## src/rtl/loader_pkg.sv

```systemverilog
// Shared definitions for the instruction-memory loader: state encoding, memory geometry
// and the word-index to byte-address mapping used by the write port.
package loader_pkg;

    localparam int IMEM_DEPTH = 200;
    localparam int WORD_BYTES = 4;
    localparam int LANE_W     = $clog2(WORD_BYTES);

    typedef enum logic [2:0] {
        ST_IDLE  = 3'd0,
        ST_LOAD  = 3'd1,
        ST_CHECK = 3'd2,
        ST_ERR   = 3'd3,
        ST_DONE  = 3'd4
    } state_e;

    // Byte address of a word slot; the fetch side reads with Address[31:2].
    function automatic logic [31:0] word_byte_addr(input logic [31:0] word_idx);
        return {word_idx[29:0], 2'b00};
    endfunction

endpackage

```

## src/rtl/byte_packer.sv

```systemverilog
// Byte-to-word assembler: lane counter plus holding register for lanes 0..2, little-endian.
// word_vld_o is combinational with the 4th accepted byte; no backpressure of its own (caller gates byte_vld_i).
module byte_packer
    import loader_pkg::*;
(
    input  logic        clk_i,
    input  logic        rst_i,
    input  logic        clr_i,
    input  logic        byte_vld_i,
    input  logic [7:0]  byte_dat_i,
    output logic        word_vld_o,
    output logic [31:0] word_dat_o
);

    logic [LANE_W-1:0] lane_q, lane_d;
    logic [23:0]       asm_q, asm_d;

    always_comb begin
        lane_d = lane_q;
        asm_d  = asm_q;
        if (clr_i) begin
            lane_d = '0;
        end else if (byte_vld_i) begin
            lane_d = lane_q + LANE_W'(1);
            case (lane_q)
                2'd0:    asm_d[7:0]   = byte_dat_i;
                2'd1:    asm_d[15:8]  = byte_dat_i;
                2'd2:    asm_d[23:16] = byte_dat_i;
                default: ;
            endcase
        end
    end

    always_ff @(posedge clk_i) begin
        if (!rst_i) begin
            lane_q <= '0;
            asm_q  <= '0;
        end else begin
            lane_q <= lane_d;
            asm_q  <= asm_d;
        end
    end

    // The top lane is never stored: it completes the word on the same cycle.
    assign word_vld_o = byte_vld_i && !clr_i && (lane_q == LANE_W'(WORD_BYTES - 1));
    assign word_dat_o = {byte_dat_i, asm_q};

endmodule

```

## src/rtl/inst_mem_loader.sv

```systemverilog
// Streams program bytes into instruction memory as word writes while freezing fetch; LOADER_CHECKSUM_EN adds an XOR trailer check.
// Each write strobes the cycle after its 4th byte; byte_ready is a pure function of state (high in LOAD/CHECK).
module inst_mem_loader
    import loader_pkg::*;
#(
    parameter int DEPTH = IMEM_DEPTH,
    parameter int LEN_W = 8
) (
    input  logic             clk,
    input  logic             rst,
    input  logic             start,
    input  logic [LEN_W-1:0] len_words,
    input  logic             byte_valid,
    input  logic [7:0]       byte_data,
    output logic             byte_ready,
    output logic             wr_en,
    output logic [31:0]      wr_addr,
    output logic [31:0]      wr_data,
    output logic             cpu_hold,
    output logic             done,
    output logic             error
);

    localparam logic [LEN_W-1:0] DEPTH_L = LEN_W'(DEPTH);

    state_e           state_q, state_d;
    logic [LEN_W-1:0] len_q, len_d;
    logic [LEN_W-1:0] word_idx_q, word_idx_d;
    logic             error_q, error_d;
    logic             wr_en_q;
    logic [31:0]      wr_addr_q, wr_data_q;

    logic             byte_acc;
    logic             pack_acc;
    logic             pack_clr;
    logic             word_vld;
    logic [31:0]      word_dat;
    logic             start_ok;
    logic             len_ok;
    logic             last_word;

    assign byte_ready = (state_q == ST_LOAD) || (state_q == ST_CHECK);
    assign cpu_hold   = (state_q != ST_IDLE);
    assign done       = (state_q == ST_DONE);
    assign error      = error_q;
    assign wr_en      = wr_en_q;
    assign wr_addr    = wr_addr_q;
    assign wr_data    = wr_data_q;

    assign byte_acc  = byte_valid && byte_ready;
    assign pack_acc  = byte_acc && (state_q == ST_LOAD);
    assign pack_clr  = (state_q != ST_LOAD);
    // ERR behaves like IDLE for new requests; it is only reachable with the checksum build.
    assign start_ok  = start && ((state_q == ST_IDLE) || (state_q == ST_ERR));
    assign len_ok    = (len_words != '0) && (len_words <= DEPTH_L);
    assign last_word = (word_idx_q == len_q - LEN_W'(1));

    byte_packer u_packer (
        .clk_i      (clk),
        .rst_i      (rst),
        .clr_i      (pack_clr),
        .byte_vld_i (pack_acc),
        .byte_dat_i (byte_data),
        .word_vld_o (word_vld),
        .word_dat_o (word_dat)
    );

`ifdef LOADER_CHECKSUM_EN
    logic [7:0] csum_q, csum_d;

    always_comb begin
        csum_d = csum_q;
        if (start_ok && len_ok) begin
            csum_d = '0;
        end else if (pack_acc) begin
            csum_d = csum_q ^ byte_data;
        end
    end

    always_ff @(posedge clk) begin
        if (!rst) begin
            csum_q <= '0;
        end else begin
            csum_q <= csum_d;
        end
    end
`endif

    always_comb begin
        state_d    = state_q;
        len_d      = len_q;
        word_idx_d = word_idx_q;
        error_d    = error_q;
        if (start_ok) begin
            if (len_ok) begin
                state_d    = ST_LOAD;
                len_d      = len_words;
                word_idx_d = '0;
                error_d    = 1'b0;
            end else begin
                error_d = 1'b1;
            end
        end
        case (state_q)
            ST_LOAD: begin
                if (word_vld) begin
                    if (last_word) begin
`ifdef LOADER_CHECKSUM_EN
                        state_d = ST_CHECK;
`else
                        state_d = ST_DONE;
`endif
                    end else begin
                        word_idx_d = word_idx_q + LEN_W'(1);
                    end
                end
            end
`ifdef LOADER_CHECKSUM_EN
            ST_CHECK: begin
                if (byte_acc) begin
                    if (byte_data == csum_q) begin
                        state_d = ST_DONE;
                    end else begin
                        state_d = ST_ERR;
                        error_d = 1'b1;
                    end
                end
            end
`endif
            ST_DONE: state_d = ST_IDLE;
            default: ;
        endcase
    end

    always_ff @(posedge clk) begin
        if (!rst) begin
            state_q    <= ST_IDLE;
            len_q      <= '0;
            word_idx_q <= '0;
            error_q    <= 1'b0;
            wr_en_q    <= 1'b0;
            wr_addr_q  <= '0;
            wr_data_q  <= '0;
        end else begin
            state_q    <= state_d;
            len_q      <= len_d;
            word_idx_q <= word_idx_d;
            error_q    <= error_d;
            wr_en_q    <= word_vld;
            if (word_vld) begin
                wr_addr_q <= word_byte_addr(32'(word_idx_q));
                wr_data_q <= word_dat;
            end
        end
    end

endmodule

```

## config.mk

```make
export PLATFORM = sky130hd
export DESIGN_NAME = inst_mem_loader
export DESIGN_NICKNAME = d
export VERILOG_FILES = /design/src/rtl/loader_pkg.sv /design/src/rtl/byte_packer.sv /design/src/rtl/inst_mem_loader.sv
export SDC_FILE = /design/constraint.sdc
export NUM_CORES = 1
export LEC_CHECK = 0
export ABC_AREA = 1
export BUFFER_PORTS_ARGS = -buffer_cell sky130_fd_sc_hd__buf_2
export CAP_MARGIN = 20
export CORE_UTILIZATION = 58
export CTS_CLUSTER_DIAMETER = 30
export DETAILED_ROUTE_END_ITERATION = 8
export GPL_TIMING_DRIVEN = 1
export PLACE_DENSITY = 0.93
export SYNTH_ARGS = -nofsm -noshare
export SYNTH_HDL_FRONTEND = slang
export SYNTH_SLANG_ARGS = --single-unit
```

## constraint.sdc

```tcl
create_clock -name clk -period 2.91 [get_ports clk]
set_clock_uncertainty 0.1 [all_clocks]
set_input_delay 0.291 -clock clk [delete_from_list [all_inputs] [get_ports clk]]
set_output_delay 0.291 -clock clk [all_outputs]
set_load 0.02 [all_outputs]
```

---- After elaboration in Yosys (flattened, before gate mapping) ----
Cells that the tools add are included.
storage, ports and cells
  flip-flop bits (word level) ............. 87
  bits in latches ......................... 0
  bits in writable memories ............... 0
  bits in read-only memories .............. 0
  output and inout bits ................... 69
  logic and storage cells ................. 55
  memories kept ........................... 0
cells by class
  add/subtract/negate cells ............... 3
  multiply operators ...................... 0
  divide/modulo/power cells ............... 0
  magnitude comparators ................... 1
  eq/ne operators ......................... 9
  shift-type cells ........................ 0
  mux-type cells .......................... 11
  bitwise logic cells ..................... 2
  reduce and logical (&&, ||, !) cells .... 18
operator list
  kind                                                                 count
  8-bit two-way mux                                                    5
  3-bit two-way mux                                                    4
  3-bit AND reduction                                                  3
  8-bit by 1-bit adder with 8-bit output (second input constant)       1
  8-bit == test                                                        1
  8-bit less-or-equal comparator (second input constant)               1
  8-bit nonzero test                                                   1
  8-bit by 1-bit subtractor with 8-bit output (second input constant)  1
  3-bit by 2-bit == test with 1-bit output (second input constant)     2
  1-bit logical AND                                                    6
  3-bit one-hot mux with 2 select lines                                1
  2-bit == test (second input constant)                                2
  3-bit by 1-bit == test with 1-bit output (second input constant)     1
  3-bit == test (second input constant)                                1
  3-bit zero test                                                      1
  3-bit by 1-bit != test with 1-bit output (second input constant)     1
  3-bit nonzero test                                                   1
  2-bit by 1-bit adder with 2-bit output (second input constant)       1
  2-bit by 1-bit == test with 1-bit output (second input constant)     1
  2-bit zero test                                                      1
  1-bit logical OR                                                     2
  1-bit NOT                                                            2
  2-bit AND reduction                                                  1
  2-bit OR reduction                                                   1
  2 further kinds                                                      2

---- Depth between registers and ports, before layout ----
Gate-level depths: netlist of the first run.
  word-level depth ........................ 8
  gate-level depth with buffers ........... 13
  gate-level depth less buffers ........... 13

---- Cells and area by module ----
From an unflattened synthesis of the first run, not the netlist that was laid out.
second synthesis, totals
  cells, all modules ...................... 572
  area total of the unflattened synthesis .. 3991.3 sq um
modules (own cells, without submodules)
  module           instances  cells each  area each (sq um)
  inst_mem_loader  1          393         2808.9
  byte_packer      1          179         1182.4

---- Worst setup path before layout of the first run ----
OpenSTA, ideal clock, no wires.
  path kind ............................... flip-flop to flip-flop
  from .................................... reg len_q[0]
  to ...................................... reg word_idx_q[1]
  arrival ................................. 1.558 ns
  setup slack ............................. 1.141 ns
  stages on the path, launching flop included .. 13
  path buffers ............................ 0
  period minus slack after synthesis ...... 1.769 ns
  path through ............................ dfxtp_1 inv_1 ha_1 inv_1 nand2_1 nand3_1 nand2_1 nand3_1 nor2_1 nand3_4 nand2_4 and2_1 nor2_1
on the way
  longest elaborated chain between the ends .. 5
RTL lines
  what                                         line                    source
  from (decl)                                  inst_mem_loader.sv:27   logic [LEN_W-1:0] len_q, len_d;
  from (signal assigned)                       inst_mem_loader.sv:146  len_q <= len_d;
  8-bit by 1-bit subtractor with 8-bit output  inst_mem_loader.sv:56   assign last_word = (word_idx_q == len_q - LEN_W'(1));
  8-bit == test                                inst_mem_loader.sv:56
  8-bit two-way mux                            inst_mem_loader.sv:107  if (last_word) begin
  8-bit two-way mux                            inst_mem_loader.sv:106  if (word_vld) begin
  8-bit two-way mux                            inst_mem_loader.sv:104  case (state_q)
  to (signal assigned)                         inst_mem_loader.sv:147  word_idx_q <= word_idx_d;
  to (decl)                                    inst_mem_loader.sv:28   logic [LEN_W-1:0] word_idx_q, word_idx_d;
Every way passes these cells.
A chain may end at the register's enable or synchronous reset.

---- Final worst setup path of the first run ----
  from .................................... reg state_q[0]
  to ...................................... reg wr_data_q[27] (netlist: wr_data[27])
on the way
  longest elaborated chain between the ends .. 6
  elaborated cells on any way between the ends .. 9
RTL lines
  what                                                                                                  line                                          source
  from (decl)                                                                                           inst_mem_loader.sv:26                         state_e state_q, state_d;
  from (signal assigned)                                                                                inst_mem_loader.sv:145                        state_q <= state_d;
  3-bit by 1-bit == test with 1-bit output or 3-bit by 2-bit == test with 1-bit output (tied branches)  inst_mem_loader.sv:42, inst_mem_loader.sv:51
  1-bit logical OR                                                                                      inst_mem_loader.sv:42                         assign byte_ready = (state_q == ST_LOAD) || (state_q == ST_CHECK);
  1-bit logical AND                                                                                     inst_mem_loader.sv:50                         assign byte_acc = byte_valid && byte_ready;
  1-bit logical AND                                                                                     inst_mem_loader.sv:51                         assign pack_acc = byte_acc && (state_q == ST_LOAD);
  1-bit logical AND (*) (2 in series)                                                                   byte_packer.sv:45                             assign word_vld_o = byte_vld_i && !clr_i && (lane_q == LANE_W'(WORD_BYTES - 1));
  to (signal assigned)                                                                                  inst_mem_loader.sv:152                        wr_data_q <= word_dat;
  to (decl)                                                                                             inst_mem_loader.sv:31                         logic [31:0] wr_addr_q, wr_data_q;
Every way passes the cells marked *; elsewhere a longest branch is shown, timed or not.

==> reports/metrics.cfg, run 1 <==
[timing]
slew_viol_final = 0
clock.fmax_mhz = 474
relSlewSlack_pct = 58.7
finalWorstSetupSlack_ps = 798
period_share_pct = 72.6
timing.final.crit_period_ps = 2110
grt_setup_unrepaired = no
worstMarginPinSlew_ps = 619
final_hold_viol_count = 0
tns_ps = 0
setup_violations = 0

[routing]
drtIter0Drc = 332
via_per_inst = 5.42
vias = 3570
ant_nets = 0
routedWlPerCell_microns = 13.2
drc_errors = 0
routed_wl_microns = 8690
firstDrtPassIters = 5

[yosys]
synth_edf_count = 0
synth_cell_types = 32
postSynthCellCount = 524
synthTopCellsByCount = nand2_1 (153), dfxtp_1 (87), a21oi_1 (77)
synthXorXnorAreaFrac_pct = 2.48
syn-mean-instance-area_sq_um = 7.40
synth-simple-area-share_pct = 27.2
synth_top_family_by_area = simple AND/OR/NAND/NOR gates
yosysSeqAreaShare_pct = 44.9
synth_compound_area_share_pct = 12.3
synthArstFlopShare_pct = 0
yosys.cell_count.top_type = nand2_1
synth_top_cell_by_area = dfxtp_1
synth-seq-cells = 87
synth_top_area_share_pct = 44.9
syn-cell-area_sq_um = 3880
synthFlopType = dfxtp_1
muxShareOfSynthArea_pct = 0
synthTopCellsByArea = dfxtp_1 (45%), nand2_1 (15%), a21oi_1 (9.9%)
synthAdderAreaFrac_pct = 1.93
yosys_warnings = 0

[setup_path]
path_class = flip-flop to flip-flop
cp-start-kind = flip-flop
crit_required_ps = 3090
critPathCaptureType = flip-flop
worstPathArrival_ps = 2290
r2r-start = state_q[0]
crit_fanout = 28
crit_start = state_q[0]

[pwr]
p_leak_uw = 0.00185
vdd_drop_max_mv = 0.399
p_per_area_nw_per_um2 = 544

[placed_design]
place_congestion = 0.840
place_ws_ps = 806
dp_hpwl_microns = 5930
io_buffers = 64

[floorplan]
dieHeight_microns = 83.8
dieArea_sq_um = 7020
rows = 29
core-area_sq_um = 6390
start_util_pct = 60.8
ios = 89
fp.dieW_microns = 83.8

[grt]
grt_pass1_wl_microns = 14300
grt_remaining_overflow = 0
grt_pass1_vias = 3123
grt_max_degree = 64
track_usage_pct = 25.2
antenna_found_initial = 0

[layout]
syn2layout_area_growth_pct = 11.1
layout-drive-gt1-share_pct = 17.0
final_nets = 603
n_antenna_cell = 0

[clock_tree]
cts_sinks = 87
cts_tree = done
post-cts-setup-buffers = 0
cts_buffer_depth = 2
numCtsBuffers = 9
post_cts_resized = 0
clk_latency_ps = 350
path_clk_slew_ps = 90
cts_root_buf = clkbuf_8
htreeDepth = 3
hold_buffers = 0

[min_path]
min_from = len_words[3]
hp-class = input port to flip-flop

[run_status]
status = completed

[flow_run]
maxCapViolCount = 0

==> cells by family after synthesis <==
kind of cell,after synthesis
compound gates,93
xor+xnor,11
fa+ha+maj,6
buf+inv,79
other cells,1
simple gates,247
flops,87
==> state kept, by name (all words and copies together) (netlist names) <==
signal and flops:
u_packer.lane_q 2, wr_en 1, error 1, wr_data 32, u_packer.asm_q 24, wr_addr 8, len_q 8, state_q 3
word_idx_q 8
==> placed cells by master, fill, tap and decap left out, drive strengths merged <==
cell type,Yosys,routed
and2,1,1
a21oi,78,78
or2,2,2
o21a,1,1
nand2,156,156
xor2,7,7
nor2,37,37
clkbuf,12,10
ha,6,6
inv,29,31
nand4,1,1
buf,37,68
dfxtp,87,87
clkinv,1,3
nor3,3,3
nand3b,1,1
o21bai,1,1
nand3,46,46
conb,1,24
a211oi,1,1
bufinv,0,1
xnor2,4,4
o21ai,12,12
clkinvlp,0,1
==> final cells by class <==
cell class              instances  area, sq um
inverters                      30          114
well taps                      77         96.3
clock inverters                 6         75.1
flip-flops and latches         87         1740
repair buffers                 68          350
fillers                       516         2080
clock buffers                  10          138
multi-input cells             381         1800
==> worst paths after layout <==
| kind | endpoint | slack [ps] | cells after the start |
|---|---|---|---|
| min reg2reg | error | 350 | 2 |
| min | len_q[3] | 90 | 3 |
| max | wr_data[27] | 800 | 8 |
| max reg2reg | wr_data[27] | 800 | 8 |
==> layer usage <==
metal | wire length (microns) | up-vias | track usage, %
met4 | 175 | 0 | 10.9
met3 | 590 | 21 | 5.24
met5 | 0 | - | 0
met1 | 3870 | 1663 | 34.6
li1 | - | 1737 | -
met2 | 4050 | 149 | 38.4
==> per-stage QoR <==
| step | hold slack, ps | cells | util, % | power, uW | cell area [sq um] |
|---|---|---|---|---|---|
| final | 93.5 | 659 | 67.5 | 2340 | 4310 |
| after global placement | 334 | 643 | 64.2 | 1470 | 4100 |
| after floorplan | 326 | 547 | - | 1440 | 3970 |
| after detailed placement | 332 | 643 | 64.2 | 1480 | 4100 |
| after CTS | 93.8 | 659 | 67.5 | 2340 | 4310 |
| after global routing | 98.6 | 659 | 67.5 | 2430 | 4310 |
==> critical path: stages (launching register included) <==
cell	delay (ps)
dfxtp_1	430
nand3_2	140
nor2_4	90
buf_4	280
nand2_2	100
clkinv_2	280
buf_4	320
nand2_1	120
a21oi_1	160
==> power by group <==
part	leakage, uW	internal [uW]	switching, uW
Combinational	0.00104	65.2	163
Sequential	0.000703	1210	17.9
Clock	0.000105	434	457
Note: power is estimated with default switching activity, not from simulation.
==> inputs of run 2 (changes only) <==
Settings changed: CORE_UTILIZATION 58 to 54, PLACE_DENSITY 0.93 to 0.88.
Clock period 2.91 ns to 2.09 ns, I/O delays scaled along.
==> reports/metrics.cfg, run 2 (synthesis gave the netlist of run 1 again) <==
[layout]
n_antenna_cell = 0
final_nets = 607
layout-drive-gt1-share_pct = 17.7
fillers = 602
syn2layout_area_growth_pct = 12.6
largest_reg_flops = 32
final_common_cell = nand2_1
final_cell_mix = nand2_1 (153), dfxtp_1 (87), a21oi_1 (77), buf_2 (64), nand3_1 (43)

[setup_path]
worstPathArrival_ps = 2060
crit_required_ps = 2250
crit_chain = inv_2 > ha_2 > inv_1 > nand2_1 > nand3_1 > nand2_1 > nand3_1 > nor2_1 > nand3_4 > nand2_4 > nand2_1 > nand2_1 > nor2_1
slowest_stage = dfxtp_1
path_class = flip-flop to flip-flop
crit_top_cell = nand2_1
crit_fanout = 9
cp-start-kind = flip-flop
cpPeakStageDelay_ps = 330
critPathCaptureType = flip-flop

[routing]
firstDrtPassIters = 5
ant_nets = 0
vias = 3563
via_per_inst = 5.22
drtIter0Drc = 286
routed_wl_microns = 8540
routedWlPerCell_microns = 12.5
drc_errors = 0

[floorplan]
ios = 89
dieArea_sq_um = 7530
dieHeight_microns = 86.8
rows = 30
start_util_pct = 56.5
core-area_sq_um = 6870
fp.dieW_microns = 86.8

[grt]
antenna_found_initial = 0
grt_pass1_vias = 3133
grt_pass1_wl_microns = 14000
track_usage_pct = 23.8
grt_max_degree = 39
grt_remaining_overflow = 0

[timing]
slew_viol_final = 0
final_hold_viol_count = 0
setup_violations = 0
timing.final.crit_period_ps = 1900
grt_setup_unrepaired = no
finalWorstSetupSlack_ps = 191
tns_ps = 0
period_share_pct = 90.9
clock.fmax_mhz = 527

[clock_tree]
cts_sinks = 87
cts_tree = done
cts_buffer_depth = 2
numCtsBuffers = 9
clk_latency_ps = 370
path_clk_slew_ps = 90
post-cts-setup-buffers = 0
cts_root_buf = clkbuf_8
htreeDepth = 3

[placed_design]
place_congestion = 0.923
io_buffers = 64
place_ws_ps = 114
dp_hpwl_microns = 6010

[pwr]
swShare_pct = 27.4
combPwrFrac_pct = 10.0
p_int_uw = 2340
vdd_drop_max_mv = 0.439
seqPwrFrac_pct = 52.8
p_per_area_nw_per_um2 = 739
p_leak_uw = 0.00186
pwr-share-clk_pct = 37.2
p_sw_uw = 887

[min_path]
hp-class = input port to flip-flop

[run_status]
status = completed

[flow_run]
maxCapViolCount = 0

run 2: layout make-up:
cell class | instances | area, sq um | area share [%]
Sequential cell | 87 | 1740 | 39.9
Timing Repair Buffer | 72 | 395 | 9.05
Tap cell | 96 | 120 | 2.75
Inverter | 30 | 114 | 2.61
Multi-Input combinational cell | 381 | 1800 | 41.1
Clock buffer | 9 | 124 | 2.83
Clock inverter | 7 | 77.6 | 1.77
run 2: layer usage:
metal	GRT usage, %	vias to the layer above	share of wire [%]	wire (microns)
met3	3.14	15	6.6	567
met1	31.5	1641	45	3820
li1	-	1751	-	-
met2	38.4	156	47	3980
met4	11.8	0	2.1	177
met5	0	-	0	0
run 2: per-stage QoR:
stage	std cells	utilization (%)	hold WS [ps]	total power [uW]	cell area, sq um
detailed placement	665	60.5	335	2060	4160
finish	682	63.6	9.80	3230	4370
global route	682	63.6	18.3	3340	4370
floorplan	547	-	244	2010	3970
CTS	682	63.6	13.4	3240	4370
global placement	665	60.5	337	2050	4160
run 2: worst max-delay path: cells and delay by family (launching register included):
| kind | cells | cell delay, ps |
|---|---|---|
| flops | 1 | 330 |
| fa+ha+maj | 1 | 240 |
| buf+inv | 2 | 200 |
| simple gates | 10 | 930 |
run 2: timing repair:
item,in CTS,in global routing
gates resized for setup,0,2
endpoints found under the setup margin,0,10
endpoints found under the hold margin,1,0
hold buffers,1,0
run 2: final timing paths:
path                      from  slack, ps  depth (start not counted)            end
setup / recovery      len_q[0]        190                         13  word_idx_q[2]
setup reg to reg      len_q[0]        190                         13  word_idx_q[2]
hold / removal    len_words[5]         10                          3       len_q[5]
hold reg to reg          error        350                          2          error
run 2: power groups by stage:
stage               clock network (uW)  logic, uW  registers, uW
global route                      1280        357           1710
detailed placement                   0        313           1740
floorplan                            0        271           1740
global placement                     0        303           1740
finish                            1200        323           1710
CTS                               1220        317           1710
==> inputs of run 3 (changes only) <==
Settings changed: ABC_AREA 1 to not set, CORE_UTILIZATION 54 to 53, PLACE_DENSITY 0.88 to 0.87.
==> reports/metrics.cfg, run 3 <==
[run_status]
status = finished with violations
violations = negative setup slack

[yosys]
synth_top_cell_by_area = dfxtp_1
synth_top_area_share_pct = 45.5
synthTopCellsByArea = dfxtp_1 (46%), nand2_1 (11%), a21oi_1 (8.8%)
postSynthCellCount = 462
syn-cell-area_sq_um = 3830
yosys_warnings = 0
synthFlopType = dfxtp_1
synthTopCellsByCount = nand2_1 (110), dfxtp_1 (87), a21oi_1 (67)
synth-seq-cells = 87
syn-mean-instance-area_sq_um = 8.28
yosys.cell_count.top_type = nand2_1
synth_edf_count = 0
synthArstFlopShare_pct = 0
synth_cell_types = 56
yosysSeqAreaShare_pct = 45.5

[layout]
largest_reg_flops = 32
syn2layout_area_growth_pct = 22.7
final_common_cell = nand2_1
seqCellArea_sq_um = 1750
multiInputGateArea_sq_um = 1920
fillers = 549
n_antenna_cell = 0
final_cell_mix = nand2_1 (110), dfxtp_1 (84), a21oi_1 (66), buf_2 (64), buf_4 (46)
layout-drive-gt1-share_pct = 27.0
final_nets = 581
fin_area_sq_um = 4700

[timing]
grt_setup_unrepaired = yes
setup_violations = 10
slew_viol_final = 0
clock.fmax_mhz = 391
whs_ps = 25.4
period_share_pct = 122
finalWorstSetupSlack_ps = -467
timing.final.crit_period_ps = 2560
final_hold_viol_count = 0

[setup_path]
r2r-start = len_q[4]
crit_required_ps = 2290
critPathCaptureType = flip-flop
path_class = flip-flop to flip-flop
crit_fanout = 2
worstPathArrival_ps = 2750
crit_start = len_q[4]
cp-start-kind = flip-flop

[clock_tree]
cts_buffer_depth = 2
cts_sinks = 87
clk_latency_ps = 360
path_clk_slew_ps = 90
htreeDepth = 3
cts_tree = done
cts_root_buf = clkbuf_8
hold_buffers = 0
numCtsBuffers = 9

[floorplan]
ios = 89
dieHeight_microns = 87.0
core-area_sq_um = 6870
fp.dieW_microns = 87.0
start_util_pct = 55.7
rows = 30
dieArea_sq_um = 7570

[grt]
grt_pass1_wl_microns = 14800
track_usage_pct = 25.4
busiest_layer = met2
grtUsageMet1_pct = 31.1
gr-usage-met2_pct = 41.1
antenna_found_initial = 0
grt_max_degree = 48
grt_remaining_overflow = 0
met3_usage_pct = 6.16
grt_pass1_vias = 3347

[routing]
firstDrtPassIters = 5
ant_nets = 0
routedWlPerCell_microns = 13.9
drc_errors = 0
via_per_inst = 5.44
drtIter0Drc = 225
vias = 3566
routed_wl_microns = 9140

[min_path]
min_from = len_words[3]
hp-class = input port to flip-flop

[placed_design]
dpl-instance-area_sq_um = 4420
place_congestion = 0.916
dp_hpwl_microns = 6360
io_buffers = 64

[pwr]
vdd_drop_max_mv = 0.411
p_leak_uw = 0.00195
p_per_area_nw_per_um2 = 702
finalPower_uw = 3300

[flow_run]
maxCapViolCount = 0

==> run 3: what timing repair did <==
action,in CTS,in global routing
setup buffers,2,0
resized for setup,8,5
cloned,0,0
setup endpoints to repair,10,17
pin swaps,5,1
==> run 3: worst max-delay path, cell delays in order (launching register included) <==
cell and delay [ps]:
dfxtp_2 330, or3_1 380, or4_4 440, xnor2_2 160
o41a_4 430, or4b_4 530, a21oi_2 140
==> run 3: per-stage QoR <==
step / setup TNS [ps] / util, % / cells / setup WS, ps
2_1_floorplan: -2240 / - / 485 / -455
4_1_cts: -3270 / 68.1 / 656 / -458
3_5_place_dp: -3800 / 64.4 / 638 / -470
6_report: -3200 / 68.4 / 656 / -467
3_3_place_gp: -3150 / 64.4 / 638 / -402
5_1_grt: -3860 / 68.4 / 656 / -512
==> run 3: worst paths after layout <==
path / endpoint / slack, ps / cells past startpoint
setup / recovery: word_idx_q[1] / -470 / 6
hold / removal: len_q[3] / 30 / 3
setup reg to reg: word_idx_q[1] / -470 / 6
hold reg to reg: wr_data[19] / 360 / 2
==> run 3: area by class of cell <==
cell class              instances  area share [%]
inverters                       7           0.559
repair buffers                111            14.4
clock buffers                   9            2.64
flip-flops and latches         87            37.2
multi-input cells             339            41.0
well taps                      96            2.56
clock inverters                 7            1.70
==> run 3: logic make-up after synthesis <==
group / Yosys count / share of synthesized area [%]
simple gates: 187 / 22.1
compound gates: 100 / 16.2
flops: 87 / 45.5
buf+inv: 59 / 8.27
xor+xnor: 15 / 3.99
mux: 7 / 1.83
fa+ha+maj: 6 / 1.96
other cells: 1 / 0.0980
==> run 3: per-layer routing <==
layer,wire (microns),share of wire (%)
met3,655,7.2
met4,307,3.4
met1,4010,44
met5,0,0
met2,4170,46
==> run 3: report_power, final <==
| part | total [uW] | switching (uW) | internal [uW] |
|---|---|---|---|
| sequential | 1700 | 18.4 | 1680 |
| clock | 1200 | 632 | 569 |
| combinational | 398 | 233 | 164 |
